<file path="config.mk">
export PLATFORM = sky130hd
export DESIGN_NAME = recip_sched
export DESIGN_NICKNAME = d
export VERILOG_FILES = /design/src/rtl/recip_sched.sv
export SDC_FILE = /design/constraint.sdc
export NUM_CORES = 1
export LEC_CHECK = 0
export ABC_AREA = 1
export CAP_MARGIN = 20
export CORE_MARGIN = 2
export CORE_UTILIZATION = 42
export CTS_CLUSTER_DIAMETER = 40
export DETAILED_ROUTE_END_ITERATION = 8
export PLACE_DENSITY = 0.83
export SYNTH_ARGS = -nofsm -noshare
export SYNTH_HDL_FRONTEND = slang
export SYNTH_SLANG_ARGS = --single-unit
</file>
<file path="constraint.sdc">
create_clock -name clk -period 3.5 [get_ports clk]
set_input_delay 0.7 -clock clk [delete_from_list [all_inputs] [get_ports clk]]
set_output_delay 0.7 -clock clk [all_outputs]
set_load 0.03 [all_outputs]
</file>
<file path="src/rtl/recip_sched.sv">
// Round-robin scheduler that shares one iterative reciprocal unit among N requesters.
// Every calculation is bounded by TIMEOUT cycles, and the tagged response is returned to the winning requester.
module recip_sched #(
  parameter  int N       = 4,
  parameter  int W       = 32,
  parameter  int TIMEOUT = 32,
  localparam int IW      = (N > 1) ? $clog2(N) : 1,
  localparam int CW      = $clog2(TIMEOUT + 1)
) (
  input  logic           clk,
  input  logic           rst_n,
  input  logic [N-1:0]   req,
  input  logic [N*W-1:0] req_x,
  output logic [N-1:0]   ack,
  output logic           calc_start,
  output logic [W-1:0]   calc_x,
  input  logic           calc_done,
  input  logic [W-1:0]   calc_result,
  input  logic           calc_invalid,
  output logic           rsp_valid,
  output logic [IW-1:0]  rsp_id,
  output logic [W-1:0]   rsp_data,
  output logic           rsp_invalid,
  output logic           rsp_timeout,
  output logic           busy
);

  typedef enum logic [1:0] {IDLE, WAIT, RESP, DRAIN} state_t;

  state_t        r_state;
  logic [IW-1:0] r_ptr;
  logic [IW-1:0] r_id;
  logic [W-1:0]  r_op;
  logic [CW-1:0] r_cnt;
  logic [N-1:0]  r_ack;
  logic          r_start;
  logic          r_rsp_valid;
  logic [W-1:0]  r_rsp_data;
  logic          r_rsp_invalid;
  logic          r_rsp_timeout;

  logic          w_found;
  logic [IW-1:0] w_win;
  logic [IW-1:0] w_idx;
  logic [IW-1:0] w_ptr_next;

  // Scan downwards so the last hit is the requester closest to ptr.
  always_comb begin
    w_found = 1'b0;
    w_win   = '0;
    w_idx   = '0;
    for (int k = N - 1; k >= 0; k--) begin
      w_idx = IW'((int'(r_ptr) + k) % N);
      if (req[w_idx]) begin
        w_found = 1'b1;
        w_win   = w_idx;
      end
    end
  end

  assign w_ptr_next = (r_id == IW'(N - 1)) ? '0 : r_id + 1'b1;

  always_ff @(posedge clk or negedge rst_n) begin
    if (!rst_n) begin
      r_state       <= IDLE;
      r_ptr         <= '0;
      r_id          <= '0;
      r_op          <= '0;
      r_cnt         <= '0;
      r_ack         <= '0;
      r_start       <= 1'b0;
      r_rsp_valid   <= 1'b0;
      r_rsp_data    <= '0;
      r_rsp_invalid <= 1'b0;
      r_rsp_timeout <= 1'b0;
    end else begin
      r_ack       <= '0;
      r_start     <= 1'b0;
      r_rsp_valid <= 1'b0;
      case (r_state)
        IDLE: begin
          if (w_found) begin
            r_op    <= req_x[w_win*W +: W];
            r_id    <= w_win;
            r_ack   <= {{(N-1){1'b0}}, 1'b1} << w_win;
            r_start <= 1'b1;
            r_cnt   <= '0;
            r_state <= WAIT;
          end
        end
        WAIT: begin
          r_cnt <= r_cnt + 1'b1;
          // A done arriving on the last allowed cycle still wins over the timeout.
          if (calc_done) begin
            r_rsp_data    <= calc_result;
            r_rsp_invalid <= calc_invalid;
            r_rsp_timeout <= 1'b0;
            r_rsp_valid   <= 1'b1;
            r_state       <= RESP;
          end else if (r_cnt == CW'(TIMEOUT - 1)) begin
            r_rsp_data    <= '0;
            r_rsp_invalid <= 1'b0;
            r_rsp_timeout <= 1'b1;
            r_rsp_valid   <= 1'b1;
            r_state       <= DRAIN;
          end
        end
        RESP: begin
          r_ptr   <= w_ptr_next;
          r_state <= IDLE;
        end
        DRAIN: begin
          // Hold off new grants until the unit finishes the abandoned calculation.
          r_ptr <= w_ptr_next;
          if (calc_done) begin
            r_state <= IDLE;
          end
        end
        default: r_state <= IDLE;
      endcase
    end
  end

  assign ack         = r_ack;
  assign calc_start  = r_start;
  assign calc_x      = r_op;
  assign rsp_valid   = r_rsp_valid;
  assign rsp_id      = r_id;
  assign rsp_data    = r_rsp_data;
  assign rsp_invalid = r_rsp_invalid;
  assign rsp_timeout = r_rsp_timeout;
  assign busy        = (r_state != IDLE);

endmodule
</file>
==> key figures <==
Placed design
  • Placer Congestion: 0.8318
  • Placed cell area: 7416 um2
  • Placed Cells: 1066
  • Hpwl dp: 11240 um
  • IO Port Bufs: 242
  • Pre-CTS setup slack: 619.8 ps

Timing
  • Endpoints failing hold: 0
  • Worst slew margin: 45.74%
  • Final setup fails: 0
  • Final setup TNS: 0 ps
  • Final WS setup: 925.2 ps
  • Fin crit share: roughly 74%
  • RSZ-0062 raised after global routing: no
  • Fmax: between 300 and 400 MHz
  • Clock period minus worst slack: 2575 ps
  • Hold Slack: 316.3 ps
  • Worst-Margin Slew: 811.0 ps
  • Clock skew: 7.809 ps
  • Max Slew Vio Count: 0

Worst setup path
  • Worst r2r dst: calc_x[22]
  • Worst EP required: roughly 3700 ps
  • Reg2Reg Setup Slack: 990 ps
  • Crit. End Element: flip-flop
  • CP startpoint: req[2]
  • Critical path class: primary input to flip-flop
  • Critical path data arrival time: ~2800 ps
  • Startpoint types: primary input
  • CP endpoint: calc_x[20]
  • Critical Path Fanout Max: 35
  • Crit Reg-Reg Startpoint: r_ptr[0]
  • Worst r2r path cells: 14

CTS
  • Cts bufs inserted: 9
  • Clk buf depth: 2
  • Post-CTS setup buffer count: 0
  • Hold Buf Count CTS: 0
  • Clk slew on worst S/H paths: 70 ps
  • Clk_lat worst skew: 340 ps
  • CTS root buffer: clkbuf_16
  • PostCTS Resize Cnt: 0
  • # H-tree levels: 3
  • CTS Sinks: 84
  • TritonCTS clock tree: done

Floorplanning
  • Core ar.: roughly 12000 um2
  • I/O pins: between 200 and 250
  • Num rows: 39
  • DIE WIDTH: 113.4 um
  • Initial Utilization: 43.45%
  • Die Area: between 10000 and 15000 um2
  • Die H: approximately 110 um

Finish
  • Syn-to-layout area delta: 54.03%
  • Fin cells: 1083
  • Antenna Cells: 0
  • Share of cells above drive strength 1: roughly 4.6%
  • Post-route cell area: 7740 um2
  • # nets final: 1105
  • Util after Layout: 66.93%

Global routing
  • Pin count of the biggest net entering global routing: 85
  • Gr usage total: between 20% and 30%
  • Vias in the first global route: 5291
  • First-pass GRT wire length: 25740 um
  • Initial antenna violation count: 0
  • Grt ovf: 0

Routing
  • Drt first-iter violations: 286
  • Routed met2 length: 7619 um
  • Via-to-Cell Ratio: 4.909
  • DRC errors left: 0
  • Met3 WL: just over 1000 um
  • Max Used Layer: met4
  • Post-Route WL: 15680 um
  • Routed met1 length: 6404 um
  • Via count: 5316
  • Drt pass-1 iters: 6
  • Drt wl/cell: 14.48 um
  • Final ANT Viol Nets: 0

Synth
  • Post-synth EDFFs: 0
  • Synthesized area per cell: between 7 and 8 um2
  • Synth Flop Type: dfrtp_1
  • Main combinational cell family by area after synthesis: simple AND/OR/NAND/NOR gates
  • Yosys reg bits: 84
  • Yosys warning count: 0
  • Synth Cell Area: 5025 um2
  • Register area share after synthesis: about two fifths
  • Adder-cell share of the synthesized area: 0.4980%
  • Area leader, netlist: dfrtp_1
  • Compound-gate portion of the synthesized area: between 7 and 8%
  • Post-Syn Instances: 713
  • Top cells by count, synth: 228 x nand2_1, 142 x inv_1, 136 x nand3_1
  • Count leader, synth: nand2_1
  • Cell variety after synth: 22
  • Ys async rst share: 100.0%
  • Post-synth top area share: 41.83%
  • Post-synthesis mux area share: 0%
  • Area contributors post-synth: dfrtp_1 42%, nand2_1 17%, nand3_1 14%, inv_1 11%, a22o_1 5.9%
  • Post-Synth Simple-Gate Area: 33.44%
  • Xor-xnor portion of the synthesized cell area: 0.1743%
  • Syn_nets: between 800 and 900

Power and ir drop
  • Power Density: 1000 nW/um2
  • Final Power: approximately 7.7 mW
  • Pleak: 4.116 nW
  • Worst VDD drop: approximately 0.67 mV

Flow run
  • Max Cap Viol: 0

Worst hold path
  • Worst hold path class: primary input to async pin

Outcome
  • Status: finished, final reports clean
[layout by cell type (no fill, tap or decap)]
cell type        count
nor2_1              16
a21oi_1              1
inv_1              142
nand2_1            228
nor3_1               2
buf_4                8
nor2_2               1
o21ai_0              8
o21ai_2              3
clkbuf_16            9
clkdlybuf4s50_1    241
inv_8                4
clkinv_4             2
xor2_1               1
o32ai_1              1
nand4_1              1
buf_16               1
nand3_1            136
inv_2                4
nand3_2              2
ha_1                 2
nand2_2              7
buf_12               1
a22o_1              34
dfrtp_1             84
inv_6                1
[how the worst min path moves through the flow]
stage                   endpoint  slack [ps]  cells after the start
floorplan                 ack[0]         400                      0
global placement      calc_x[30]         460                      2
detailed placement     calc_x[3]         460                      2
CTS                    calc_x[9]         480                      2
global route        rsp_data[11]         350                      1
finish              rsp_data[11]         320                      1
[final cells by class]
| cell class | instances | area, um2 |
|---|---|---|
| multi-input combinational | 443 | 2095 |
| sequential | 84 | 2102 |
| clock inverter | 7 | 71.32 |
| inverter | 146 | 548.0 |
| tap | 143 | 178.9 |
| clock buffer | 9 | 225.2 |
| fill | 1014 | 3825 |
| timing repair buffer | 251 | 2520 |
[critical path, cell delays in order]
cell	delay (ps)
clkdlybuf4s50_1	490
inv_1	50
o21ai_0	270
nand2_1	140
nand2_1	100
inv_2	50
nand2_1	70
nand2_2	460
nand3_1	290
nand2_1	70
nand2_1	50
nand2_1	50
[cells by family after synthesis]
| family | count (synthesis) |
|---|---|
| compound gates | 47 |
| xor+xnor | 1 |
| fa+ha+maj | 2 |
| buf+inv | 186 |
| flops | 84 |
| simple gates | 393 |
[where the power goes]
part           leakage [nW]  switching (mW)  internal, mW  total, mW
Sequential             1.06           0.301          1.43       1.73
Combinational          2.91            3.16          1.89       5.06
Clock                 0.148           0.444         0.507      0.951
[routing by layer]
layer | vias up | GRT usage [%]
met5 | - | 0
met4 | 0 | 11.54
met3 | 44 | 5.101
met2 | 212 | 41.92
met1 | 2421 | 31.15
li1 | 2639 | -
[state kept, by name, indices dropped and copies added, names as in the netlist]
signal       flops
r_cnt            6
rsp_valid        1
rsp_id           2
calc_x          32
r_ptr            2
calc_start       1
rsp_data        32
rsp_timeout      1
rsp_invalid      1
r_state          2
ack              4
No activity file was read; power rests on OpenSTA's default activity.
